<file path="src/rtl/bcd_scan_counter.sv">
// Four-digit cascaded BCD up/down counter with a time-multiplexed digit scan for a 7-segment display.
// Optional feature: define LEADING_ZERO_BLANK_EN to blank leading-zero digits during their scan slots.
module bcd_scan_counter #(
    parameter int CNT_DIV  = 50_000_000,
    parameter int SCAN_DIV = 50_000
) (
    input  logic        clk,
    input  logic        rst_n,
    input  logic        En,
    input  logic        Up,
    input  logic        Clr,
    input  logic        Load,
    input  logic [15:0] Load_val,
    output logic [15:0] Count,
    output logic        Carry,
    output logic [3:0]  BCD_num,
    output logic [3:0]  Dis_sel
);
    localparam int CW = (CNT_DIV  > 1) ? $clog2(CNT_DIV)  : 1;
    localparam int SW = (SCAN_DIV > 1) ? $clog2(SCAN_DIV) : 1;
    localparam logic [CW-1:0] CNT_MAX  = CW'(CNT_DIV - 1);
    localparam logic [SW-1:0] SCAN_MAX = SW'(SCAN_DIV - 1);

    logic [CW-1:0] cnt_pre_q, cnt_pre_d;
    logic [SW-1:0] scan_pre_q, scan_pre_d;
    logic [15:0]   count_q, count_d;
    logic          carry_q, carry_d;
    logic [1:0]    idx_q, idx_d;
    logic [3:0]    bcd_q, bcd_d;
    logic [3:0]    sel_q, sel_d;

    logic          tick;
    logic [4:0]    chain;
    logic [15:0]   step_val;
    logic [15:0]   load_clean;
    logic          blank;

    assign tick     = En && (cnt_pre_q == CNT_MAX);
    assign chain[0] = 1'b1;

    // Ripple carry/borrow: a digit moves only when every lower digit sits at its rollover value.
    generate
        for (genvar gi = 0; gi < 4; gi++) begin : g_digit
            logic [3:0] dig;
            logic [3:0] ld;
            logic       at_edge;
            assign dig     = count_q[gi*4 +: 4];
            assign ld      = Load_val[gi*4 +: 4];
            assign at_edge = Up ? (dig == 4'd9) : (dig == 4'd0);
            assign chain[gi+1] = chain[gi] & at_edge;
            assign step_val[gi*4 +: 4] = !chain[gi] ? dig :
                                         Up ? ((dig == 4'd9) ? 4'd0 : dig + 4'd1) :
                                              ((dig == 4'd0) ? 4'd9 : dig - 4'd1);
            assign load_clean[gi*4 +: 4] = (ld > 4'd9) ? 4'd0 : ld;
        end
    endgenerate

`ifdef LEADING_ZERO_BLANK_EN
    logic [3:0] lz;
    assign lz[3] = (count_q[15:12] == 4'd0);
    assign lz[2] = (count_q[11:8]  == 4'd0) && lz[3];
    assign lz[1] = (count_q[7:4]   == 4'd0) && lz[2];
    assign lz[0] = 1'b0;
    assign blank = lz[idx_d];
`else
    assign blank = 1'b0;
`endif

    always_comb begin
        cnt_pre_d = cnt_pre_q;
        count_d   = count_q;
        carry_d   = 1'b0;
        if (!En || tick) begin
            cnt_pre_d = '0;
        end else begin
            cnt_pre_d = cnt_pre_q + 1'b1;
        end
        if (Clr) begin
            count_d   = '0;
            cnt_pre_d = '0;
        end else if (Load) begin
            count_d   = load_clean;
            cnt_pre_d = '0;
        end else if (tick) begin
            count_d = step_val;
            carry_d = chain[4];
        end
    end

    // Scan runs regardless of En/Clr/Load; outputs follow the index chosen on this edge.
    always_comb begin
        scan_pre_d = scan_pre_q + 1'b1;
        idx_d      = idx_q;
        if (scan_pre_q == SCAN_MAX) begin
            scan_pre_d = '0;
            idx_d      = idx_q + 2'd1;
        end
        bcd_d = count_q[{idx_d, 2'b00} +: 4];
        sel_d = blank ? 4'b1111 : ~(4'b0001 << idx_d);
    end

    always_ff @(posedge clk or negedge rst_n) begin
        if (!rst_n) begin
            cnt_pre_q  <= '0;
            scan_pre_q <= '0;
            count_q    <= '0;
            carry_q    <= 1'b0;
            idx_q      <= 2'd0;
            bcd_q      <= 4'h0;
            sel_q      <= 4'b1110;
        end else begin
            cnt_pre_q  <= cnt_pre_d;
            scan_pre_q <= scan_pre_d;
            count_q    <= count_d;
            carry_q    <= carry_d;
            idx_q      <= idx_d;
            bcd_q      <= bcd_d;
            sel_q      <= sel_d;
        end
    end

    assign Count   = count_q;
    assign Carry   = carry_q;
    assign BCD_num = bcd_q;
    assign Dis_sel = sel_q;
endmodule

</file>
<file path="config.mk">
export PLATFORM = sky130hd
export DESIGN_NAME = bcd_scan_counter
export DESIGN_NICKNAME = d
export VERILOG_FILES = /design/src/rtl/bcd_scan_counter.sv
export SDC_FILE = /design/constraint.sdc
export NUM_CORES = 1
export LEC_CHECK = 0
export ABC_AREA = 1
export ABC_CLOCK_PERIOD_IN_PS = 1600
export BUFFER_PORTS_ARGS = -buffer_cell sky130_fd_sc_hd__buf_4
export CELL_PAD_IN_SITES_DETAIL_PLACEMENT = 1
export CELL_PAD_IN_SITES_GLOBAL_PLACEMENT = 2
export CORE_ASPECT_RATIO = 1.4
export CORE_MARGIN = 2
export CORE_UTILIZATION = 31
export CTS_CLUSTER_SIZE = 28
export DETAILED_ROUTE_END_ITERATION = 8
export PLACE_DENSITY_LB_ADDON = 0.3
export SYNTH_ARGS = -nofsm -noshare
export SYNTH_HDL_FRONTEND = slang
export SYNTH_SLANG_ARGS = --single-unit
</file>
<file path="constraint.sdc">
create_clock -name clk -period 1.6 [get_ports clk]
set_clock_uncertainty 0.1 [all_clocks]
set_input_delay 0.4 -clock clk [delete_from_list [all_inputs] [get_ports clk]]
set_output_delay 0.4 -clock clk [all_outputs]
set_load 0.005 [all_outputs]
</file>
* Word-level counts from Yosys, hierarchy flattened *
Index checks and enable logic that the tools add are counted.

cells by class
  shift operators = 2
  $lt $le $gt $ge = 4
  bitwise logic cells = 4
  reduce and logical (&&, ||, !) cells = 14
  add/sub/neg operators = 11
  eq/ne operators = 6
  muxes and demuxes = 34

operator list
  operator                 number
  $mux W26                 3
  $mux W4                  19
  $mux W16                 4
  $add A26 B1 Y26 const B  1
  $eq A26 B26 Y1 const B   1
  $add A16 B1 Y16 const B  1
  $add A4 B1 Y4 const B    4
  $eq A16 B16 Y1 const B   1
  $eq A4 B4 Y1 const B     4
  $gt A4 B4 Y1 const B     4
  $logic_not A4 Y1         4
  $shiftx A16 B5 Y4        1
  $sub A4 B1 Y4 const B    4
  $reduce_bool A3 Y1       4
  $mux W1                  7
  $reduce_and A2 Y1        3
  $not A4 Y4               1
  $shl A1 B2 Y4 const A    1
  $and A1 B1 Y1            3
  $add A2 B1 Y2 const B    1
  $mux W2                  1
  $logic_and A1 B1 Y1      1
  $logic_not A1 Y1         1
  $logic_or A1 B1 Y1       1

storage, ports and cells
  bits in registers = 69
  output and inout bits = 25
  input port bits = 22
  logic and storage cells = 85

* Longest topological paths before layout *
Gate-level depths: netlist (run 1).

  word-level depth = 8
  mapped depth = 13
  depth with buffers taken out = 12

* Least setup slack after synthesis (run 1) *
OpenSTA, ideal clock, no wires.

  path kind = register to register
  start = reg scan_pre_q[0]
  end = reg bcd_q[0] (netlist: BCD_num[0])
  period minus slack after synthesis = 1636 ps
  buffers on the path = 1
  setup slack = -36 ps
  data required time = 1383 ps
  library setup time = 117 ps
  arrival = 1419 ps
  stages on the path, launching flop included = 14
  cell sequence = dfrtp_1 ha_1 nand2_2 inv_2 nand2_2 nor2_4 nand2_4 nand2_8 nand2_4 buf_8 nand2_2 nand2_1 nand2_1 nand2_1

on the way
  longest elaborated chain between the ends = 3

ends and longest elaborated chain
  item                    line  RTL
  from (decl)             25    logic [SW-1:0] scan_pre_q, scan_pre_d;
  from (signal assigned)  113   scan_pre_q <= scan_pre_d;
  $eq A16 B16 Y1          94    if (scan_pre_q == SCAN_MAX) begin
  $mux W2                 94
  $shiftx A16 B5 Y4       98    bcd_d = count_q[{idx_d, 2'b00} +: 4];
  named net bcd_d[0]      29    logic [3:0] bcd_q, bcd_d;
  to (signal assigned)    109   bcd_q <= 4'h0;
  to (signal assigned)    117   bcd_q <= bcd_d;
  to (decl)               29

The timed path passes the listed nets, and every way through them passes these cells.
A chain may end at the register's enable or synchronous reset.

* Worst setup path after layout (run 1) *
  start = reg scan_pre_q[13]
  end = reg bcd_q[1] (netlist: BCD_num[1])

The elaborated chain is that of the path after synthesis.

==> run_results.csv, run 1 <==
group,metric,value,unit
die,io_pins,47,
power_and_ir_drop,intPower,3661,µW
yosys,yosys-top-cells-area,"dfrtp_1, nand2_1, nand3_1",
die,core,15470,µm²
setup_path,critPathLaunchType,"flip-flop",
outcome,violations,"negative setup slack",
global_routing,grt_usage,0.2223,
placement,dp_cells,1042,
final_layout,layout-drive-gt1-share,0.4130,
global_routing,grt_pass1_wl,29010,µm
die,row_count,54,
flow_run,maxCapViolations,0,
setup_path,worst_path_max_delay_cell,"dfrtp_1",
clocking,insertion_delay,0.34,ns
global_routing,grt_pass1_vias,5911,
placement,placed_area,6365,µm²
setup_path,crit_chain,"nor2_1 > nand3_1 > nor2_4 > nand3_4 > nand2_8 > nand2_2 > nand2_2 > nand2_2 > nand2_2",
clocking,cts-root-buf,"clkbuf_16",
final_layout,nNetsFinal,913,
timing,tightest_slew,0.3118,ns
yosys,synth-seq-cells,69,
yosys,synthCells,692,
timing,finalHoldViolCount,0,
setup_path,cp_top_family,"simple AND/OR/NAND/NOR gates",
yosys,syn_area_per_cell,7.010,µm²
yosys,async_flop_share,1.000,
drt,vias_per_cell,4.994,
drt,drt_iter0_drc,128,
yosys,synth_area,4851,µm²
drt,routed-via-count,5369,
placement,place_congestion,0.9866,
clocking,cts_buffer_depth,2,
setup_path,crit_buf_inv,0,
timing,fmax,0.5566,GHz
drt,ant_nets,0,
setup_path,crit_type,"reg2reg",
timing,slew_headroom,0.7921,
final_layout,antenna_cells,0,
power_and_ir_drop,p_seq_frac,0.353,
setup_path,critPathMaxFanout,6,
die,initial_utilization,0.3135,
global_routing,grt_start_max_net_pins,23,
placement,dp_hpwl,13930,µm
setup_path,required,1.76,ns
yosys,yosysSeqAreaShare,0.3567,
worst_hold_path,hold_path_class,"in2reg",
timing,period_minus_slack,1.797,ns
power_and_ir_drop,pwr_density_cell,712.4,nW/µm²
final_layout,area_delta_synth_final,52.70,%
yosys,synth_cell_types,43,
power_and_ir_drop,p_comb_frac,0.249,
timing,setup_slack,-0.1967,ns
power_and_ir_drop,swShare,0.3062,
yosys,synth_top_cell_by_area,"dfrtp_1",
timing,grt_setup_unrepaired,"true",
final_layout,stdcell_area,7407,µm²
power_and_ir_drop,power.total,5277,µW
clocking,cts-buffers-inserted,9,
power_and_ir_drop,switchingPower,1616,µW
timing,slew_violations,0,
yosys,yosysMostFrequentCell,"nand2_1",
yosys,synth_nets,731,
clocking,cts_sinks,69,
placement,portBuffers,46,
clocking,htree_levels,3,
setup_path,endpoint_kind,"flip-flop",
die,die_h,152.0,µm
global_routing,overflow,0,
yosys,synth_top_area_share,0.3405,
setup_path,arrival,1.96,ns
yosys,yosys-top-cells-count,"nand2_1, nor2_1, inv_1, nand3_1, dfrtp_1",
clocking,cts.clk_slew.worst_paths,0.06,ns
setup_path,cpPeakStageDelay,0.40,ns
timing,fin_crit_sh,1.123,
drt,dr.pass1.iters,4,
timing,setup_viol,56,
drt,drc,0,
power_and_ir_drop,vdd_drop_max,537.6,µV
yosys,synth-edff-count,0,
power_and_ir_drop,p_leak,0.003651,µW
outcome,status,"complete, but fails checks",
drt,wl_per_cell,17.13,µm
clocking,cts_tree,"yes",
placement,dp_slack,-0.2930,ns
die,fp.dieW,109.7,µm
final_layout,fin_cells,1075,
drt,detail_route.wirelength,18410,µm
die,die_area,16680,µm²
power_and_ir_drop,clkPwrFrac,0.398,
global_routing,antenna_found_initial,0,
final_layout,final_util,0.4787,
yosys,ys_warn_count,0,
yosys,synth-main-ff-cell,"dfrtp_1",
setup_path,path_common_cell,"nand2_2",
[worst paths after layout]
check	from	to	slack (ns)	depth (start not counted)
worst max-delay path	scan_pre_q[13]	BCD_num[1]	-0.20	9
worst min-delay path	En	Count[15]	0.35	4
worst max register to register	scan_pre_q[13]	BCD_num[1]	-0.20	9
worst min register to register	idx_q[1]	Dis_sel[3]	0.37	1
max in group asynchronous	rst_n	Dis_sel[2]	0.49	3
min in group asynchronous	rst_n	cnt_pre_q[16]	0.41	2
[repair_timing]
| action | 4_1_cts | 5_1_grt |
|---|---|---|
| resized for setup | 72 | 91 |
| pin swaps | 27 | 42 |
| gates cloned | 2 | 1 |
| hold buffers | 1 | 0 |
| buffers inserted | 6 | 12 |
| hold endpoints to repair | 16 | 0 |
| setup endpoints to repair | 59 | 71 |
[area by class of cell]
type	count	area [µm²]
multi-input combinational	524	3242
inverter	85	327.8
clock buffer	10	239.0
tap	196	245.2
fill	1923	8065
clock inverter	6	70.07
sequential	69	1735
timing repair buffer	185	1548
[cell usage in the layout (no fill, tap or decap), types with 4 or more instances in the layout]
cell type,count
a21oi_1,24
a31oi_1,6
buf_12,6
buf_4,160
buf_6,17
clkbuf_16,10
dfrtp_1,62
dfrtp_2,4
ha_1,11
ha_2,5
inv_1,75
inv_2,6
nand2_1,141
nand2_2,43
nand2_4,14
nand3_1,57
nand3_2,26
nand3_4,4
nand3b_1,4
nand4_1,11
nor2_1,68
nor2_2,19
nor2_4,12
nor3_1,10
nor3_2,5
nor3_4,4
o21ai_0,14
xnor2_1,4
xor2_1,18
[state kept, by name, summed over array words and instances (netlist names)]
name and flops:
scan_pre_q 16, Dis_sel 4, BCD_num 4, idx_q 2
cnt_pre_q 26, Carry 1, Count 16
[routing by layer]
layer,vias to the layer above,part of all wire,routed length (µm),GRT usage
met5,-,0,0,0
met4,0,0.031,563,0.08439
met3,35,0.023,429,0.01888
met2,94,0.58,10640,0.4345
met1,2666,0.37,6781,0.2365
li1,2574,-,-,-
[through the flow]
stage | TNS (ns) | hold WS, ns
after floorplan | -0.03257 | 0.004409
after global placement | -2.597 | 0.2098
after detailed placement | -5.453 | 0.2090
after CTS | -4.670 | 0.3680
after global routing | -10.64 | 0.3655
final | -5.417 | 0.3534
[logic make-up after synthesis]
group	share of synthesized area
AOI/OAI and AO/OA	0.06113
xor gates and xnor gates	0.03972
adders and majority gates	0.04385
buffers and inverters	0.08486
DFF	0.3567
and+or+nand+nor	0.4137
[power groups by stage]
stage / registers, µW / logic (µW) / clock network, µW
floorplan: 1910 / 506 / 0
global placement: 1890 / 1160 / 0
detailed placement: 1890 / 1190 / 0
CTS: 1860 / 1250 / 2140
global route: 1870 / 1440 / 2210
finish: 1860 / 1320 / 2100
[worst reg2reg max path, delay by kind of cell, from the launching register on]
kind,cells,cell delay (ns)
flip-flops,1,0.40
AND/OR/NAND/NOR,9,1.22
Power figures use the tool's default switching activity.
==> run 2: changes to the inputs <==
- ABC_AREA: 1 -> unset
- CORE_UTILIZATION: 31 -> 34
==> run 2 against run 1 <==
  * The run still ends with negative setup slack left
  * Total power is 0.58% lower
  * Fmax shrank 19%
  * First-iteration DRC count up 40%
  * Cell count down 22%
  * Non-clock buffer count grew 34
  * Cell area down 2.8%
  * Sequential share of layout area increased by 0.70 points
  * Die area decreased by 15%
  * Largest cell class unchanged
==> run_results.csv, run 2 <==
group,metric,value,unit
outcome,status,"complete, but fails checks",
outcome,violations,"negative setup slack",
setup_path,endpoint_kind,"flip-flop",
die,die_h,139.7,µm
setup_path,worst_path_max_delay_cell,"or4_4",
drt,drt_iter0_drc,179,
setup_path,crit_buf_inv,3,
final_layout,nFillCells,1444,
setup_path,rr_worst_depth,8,
setup_path,critPathMaxFanout,4,
worst_hold_path,worst_hold_startpoint,"Clr",
global_routing,grt_pass1_vias,5078,
drt,detail_route.wirelength,17690,µm
power_and_ir_drop,vdd_drop_max,544.1,µV
yosys,synth_top_cell_by_area,"dfrtp_1",
yosys,async_flop_share,1.000,
clocking,cts-root-buf,"clkbuf_16",
final_layout,area_delta_synth_final,60.90,%
yosys,synthCells,473,
clocking,cts_sinks,69,
yosys,yosysMostFrequentCell,"dfrtp_1",
yosys,synth-seq-cells,69,
timing,hold_ws,0.3057,ns
final_layout,nNetsFinal,723,
placement,dp_hpwl,11350,µm
yosys,ys_warn_count,0,
clocking,cts.clk_slew.worst_paths,0.06,ns
final_layout,antenna_cells,0,
yosys,syn_area_per_cell,9.457,µm²
timing,fmax,0.4516,GHz
final_layout,largest_reg_flops,26,
setup_path,path_common_cell,"buf_6",
drt,routed-via-count,4630,
timing,slew_headroom,0.6179,
yosys,synth-edff-count,0,
final_layout,ff_latch_area,1737,µm²
die,fp.dieW,100.9,µm
worst_hold_path,holdPathEnd,"Count[8]",
timing,tightest_slew,0.5726,ns
final_layout,top_register,"cnt_pre_q",
timing,grt_setup_unrepaired,"true",
yosys,synth-main-ff-cell,"dfrtp_1",
yosys,yosys-top-cells-count,"dfrtp_1, nor2_1, nand2_1, nand3_1, xor2_1",
die,initial_utilization,0.3474,
setup_path,r2r_start,"cnt_pre_q[10]",
power_and_ir_drop,clkPwrFrac,0.428,
placement,place_congestion,0.8498,
power_and_ir_drop,p_leak,0.003336,µW
timing,slew_violations,0,
die,io_pins,47,
timing,finalHoldViolCount,0,
flow_run,maxCapViolations,0,
die,row_count,49,
drt,ant_nets,0,
power_and_ir_drop,p_comb_frac,0.218,
yosys,yosys-top-cells-area,"dfrtp_1, nor2_1, ha_1",
timing,fin_crit_sh,1.384,
global_routing,grt_usage,0.2385,
clocking,cts-buffers-inserted,9,
setup_path,arrival,2.33,ns
setup_path,r2r-end,"Count[10]",
yosys,synth_cell_types,76,
timing,setup_slack,-0.6143,ns
setup_path,critPathLaunchType,"flip-flop",
global_routing,grt_pass1_wl,26240,µm
clocking,cts_tree,"yes",
timing,period_minus_slack,2.214,ns
setup_path,required,1.71,ns
power_and_ir_drop,intPower,3783,µW
yosys,synth_top_area_share,0.3692,
setup_path,crit_type,"reg2reg",
timing,setup_viol,67,
clocking,cts_buffer_depth,2,
final_layout,layout-drive-gt1-share,0.4964,
global_routing,grt_start_max_net_pins,24,
clocking,insertion_delay,0.35,ns
final_layout,multi_input_area,3055,µm²
setup_path,cpPeakStageDelay,0.55,ns
global_routing,overflow,0,
setup_path,cp_top_family,"simple AND/OR/NAND/NOR gates",
drt,vias_per_cell,5.499,
setup_path,r2r_slack,-0.61,ns
power_and_ir_drop,p_seq_frac,0.354,
yosys,synth_area,4473,µm²
final_layout,mostFrequentLayoutCell,"buf_4",
drt,drc,0,
drt,dr.pass1.iters,4,
yosys,yosysSeqAreaShare,0.3869,
drt,wl_per_cell,21.01,µm
clocking,htree_levels,3,
die,core,12870,µm²
placement,portBuffers,46,
power_and_ir_drop,pwr_density_cell,728.9,nW/µm²
die,die_area,14100,µm²
yosys,synth_nets,512,
power_and_ir_drop,switchingPower,1463,µW
power_and_ir_drop,swShare,0.2789,
worst_hold_path,hold_path_class,"in2reg",
setup_path,crit_chain,"or4_4 > nor4_4 > buf_4 > buf_6 > buf_6 > nand3_4 > a21oi_2 > o32ai_2",
worst_hold_path,holdPathStages,3,
final_layout,final_cell_mix,"buf_4, dfrtp_1, nor2_1, nand2_1, nand3_1",
placement,dp_slack,-0.5665,ns
global_routing,antenna_found_initial,0,
[run 2: changes by cell type after synthesis, sizes merged, moves of 16 or more]
cell / previous run / this run
inv: 84 / 17
nand2: 200 / 30
nand3: 86 / 30
nor2: 100 / 58
xnor2: 4 / 20
[run 2: worst max-delay path by stage]
stage	start	to	slack, ns	cells after the start
2_1_floorplan	cnt_pre_q[10]	Count[15]	-0.60	5
3_3_place_gp	cnt_pre_q[10]	Count[14]	-0.52	5
3_5_place_dp	cnt_pre_q[10]	Count[15]	-0.57	5
4_1_cts	cnt_pre_q[10]	Count[14]	-0.56	5
5_1_grt	cnt_pre_q[10]	Count[10]	-0.71	8
6_report	cnt_pre_q[10]	Count[10]	-0.61	8
[run 2: cell type report]
cell class | count | share of cell area
Timing Repair Buffer | 219 | 0.2535
Sequential cell | 69 | 0.2413
Clock inverter | 6 | 0.01200
Clock buffer | 10 | 0.03321
Inverter | 17 | 0.008866
Tap cell | 153 | 0.02660
Multi-Input combinational cell | 368 | 0.4245
[run 2: tightest hold or removal path, delay by kind of cell]
kind                   cells  cell delay (ns)
AOI/OAI and AO/OA          1             0.06
buffers and inverters      2             0.25
[run 2: per-stage QoR]
stage | area (µm²) | std cells | TNS (ns) | total power, µW | utilization
global placement | 6136 | 800 | -21.46 | 2838 | 0.4766
CTS | 6853 | 829 | -22.84 | 5124 | 0.5323
detailed placement | 6136 | 800 | -24.15 | 2872 | 0.4766
floorplan | 4579 | 473 | -19.32 | 2307 | -
finish | 7197 | 842 | -26.96 | 5246 | 0.5590
global route | 7197 | 842 | -31.43 | 5428 | 0.5590
[run 2: power by group through the flow]
stage / Clock [µW] / Sequential, µW / Combinational (µW)
floorplan: 0 / 1890 / 413
CTS: 2220 / 1860 / 1050
global route: 2340 / 1860 / 1230
detailed placement: 0 / 1890 / 986
finish: 2250 / 1860 / 1140
global placement: 0 / 1880 / 956
[run 2: cell families after synthesis]
logic type | synth area share
multiplexers | 0.03916
AND/OR/NAND/NOR | 0.2557
buffers and inverters | 0.04363
flip-flops | 0.3869
adder cells (fa/ha/maj) | 0.04755
AO/OA/AOI/OAI | 0.1449
XOR/XNOR | 0.08224
[run 2: timing repair]
item | CTS | global route
pin swaps | 17 | 28
hold buffers | 1 | 0
buffers inserted | 10 | 18
cloned | 3 | 1
setup endpoints to repair | 66 | 72
resized for setup | 56 | 51
hold endpoints to repair | 15 | 0
[run 2: per-layer routing]
metal  vias to the layer above  GRT usage  routed length (µm)
li1                       2143          -                   -
met1                      2320     0.2461                6376
met2                       110     0.4684                9970
met3                        57    0.03164                 528
met4                         0    0.09459                 817
met5                         -          0                   0
==> run 3: changes to the inputs <==
- ABC_CLOCK_PERIOD_IN_PS: 1600 -> 2480
- CORE_UTILIZATION: 34 -> 35
- clock period: 1.6 -> 2.48 ns (I/O delays scaled with it)
==> run 3 against run 2 <==
  * The run now ends clean
  * Routed wire length decreased by 29%
  * Non-clock buffer count down 155
  * Register-to-register slack gained 0.86 ns
  * Combinational power fell by 60%
  * Utilization decreased by 13 points
  * Critical path depth fell by 1
  * Clock-buffer cell count rose by 2
  * Sequential cell count is the same
  * Cell area down 26%
  * Largest cell class unchanged
  * Setup slack better by 0.86 ns
  * Largest power group is now registers
  * Cell count fell by 19%
  * Sequential share of layout area up 8.6 points
==> run_results.csv, run 3 (same netlist as run 2, synthesis figures left out) <==
group,metric,value,unit
drt,drc,0,
setup_path,r2r_slack,0.25,ns
timing,finalHoldViolCount,0,
final_layout,antenna_cells,0,
final_layout,stdcell_area,5293,µm²
outcome,status,"finished, final reports clean",
setup_path,required,2.66,ns
drt,drt_iter0_drc,104,
final_layout,top_register,"cnt_pre_q",
die,die_h,137.8,µm
placement,portBuffers,46,
clocking,post_cts_buffers,0,
setup_path,r2r_start,"Count[4]",
timing,setup_viol,0,
clocking,insertion_delay,0.34,ns
clocking,cts-buffers-inserted,9,
setup_path,crit_path_end,"Count[5]",
clocking,cts_buffer_depth,2,
final_layout,mostFrequentLayoutCell,"dfrtp_1",
worst_hold_path,hold_path_class,"in2async",
die,fp.dieW,99.55,µm
setup_path,endpoint_kind,"flip-flop",
setup_path,critPathMaxFanout,7,
setup_path,arrival,2.42,ns
global_routing,grt_start_max_net_pins,37,
global_routing,overflow,0,
timing,fmax,0.4481,GHz
drt,routed-via-count,3780,
placement,dp_hpwl,9309,µm
clocking,cts_tree,"yes",
timing,slew_violations,0,
die,initial_utilization,0.3598,
final_layout,nFillCells,1450,
final_layout,area_delta_synth_final,18.32,%
final_layout,nNetsFinal,565,
drt,dr.pass1.iters,4,
clocking,cts_resized,0,
setup_path,r2r-end,"Count[5]",
timing,period_minus_slack,2.232,ns
die,core,12430,µm²
clocking,cts-root-buf,"clkbuf_16",
clocking,cts.clk_slew.worst_paths,0.06,ns
setup_path,critPathLaunchType,"flip-flop",
power_and_ir_drop,vdd_drop_max,315.0,µV
drt,ant_nets,0,
global_routing,grt_pass1_vias,4155,
drt,wl_per_cell,18.42,µm
final_layout,ff_latch_area,1730,µm²
timing,slew_headroom,0.5672,
drt,detail_route.wirelength,12540,µm
die,row_count,48,
timing,fin_setup_tns,0,ns
setup_path,crit_type,"reg2reg",
setup_path,crit_start,"Count[4]",
final_layout,final_util,0.4257,
clocking,cts_sinks,69,
global_routing,grt_usage,0.1952,
power_and_ir_drop,pwr_density_cell,543.7,nW/µm²
drt,vias_per_cell,5.551,
die,die_area,13710,µm²
timing,fin_crit_sh,0.8998,
final_layout,final_cell_mix,"dfrtp_1, buf_4, nor2_1, nand2_1, nand3_1",
flow_run,maxCapViolations,0,
power_and_ir_drop,p_leak,0.002313,µW
final_layout,largest_reg_flops,26,
timing,grt_setup_unrepaired,"false",
clocking,cts_hold_buf,0,
placement,placed_area,5022,µm²
final_layout,multi_input_area,2547,µm²
global_routing,grt_pass1_wl,20970,µm
global_routing,antenna_found_initial,0,
setup_path,rr_worst_depth,7,
die,io_pins,47,
final_layout,layout-drive-gt1-share,0.2072,
placement,place_congestion,0.8237,
clocking,htree_levels,3,
timing,tightest_slew,0.6433,ns
run 3: how the worst min path moves through the flow:
stage,endpoint,slack (ns)
floorplan,BCD_num[0],0.22
global placement,scan_pre_q[0],0.37
detailed placement,scan_pre_q[0],0.38
CTS,BCD_num[2],0.16
global route,BCD_num[2],0.19
finish,BCD_num[2],0.14
run 3: power breakdown:
group | switching [µW] | total (µW) | internal [µW]
Sequential | 63.0 | 1220 | 1160
Combinational | 246 | 459 | 214
Clock | 496 | 1200 | 701
Total | 805 | 2880 | 2070
run 3: critical path, cell delays in order, from the launching register on:
cell and delay (ns):
dfrtp_1 0.37, buf_4 0.16, ha_1 0.21, and4b_2 0.24
or2_1 0.28, or4_1 0.52, a21oi_1 0.15, mux2_4 0.15
run 3: through the flow:
step | std cells | power (µW) | setup WS (ns) | hold slack (ns)
6_report | 681 | 2878 | 0.2484 | 0.1432
3_3_place_gp | 665 | 1693 | 0.1810 | 0.3667
5_1_grt | 681 | 3003 | 0.09868 | 0.1864
3_5_place_dp | 665 | 1705 | 0.1257 | 0.3761
2_1_floorplan | 473 | 1479 | 0.2548 | 0.2244
4_1_cts | 681 | 2915 | 0.2403 | 0.1589
run 3: layer usage:
layer / vias up / track usage / share of wire
li1: 1810 / - / -
met1: 1901 / 0.2107 / 0.40
met2: 49 / 0.3720 / 0.55
met3: 20 / 0.02740 / 0.024
met4: 0 / 0.08980 / 0.025
met5: - / 0 / 0
run 3: cell type report:
type | count | share of cell area
multi-input combinational | 365 | 0.4813
sequential | 69 | 0.3270
timing repair buffer | 64 | 0.09314
clock buffer | 12 | 0.04657
tap | 150 | 0.03546
inverter | 17 | 0.01206
clock inverter | 4 | 0.004492
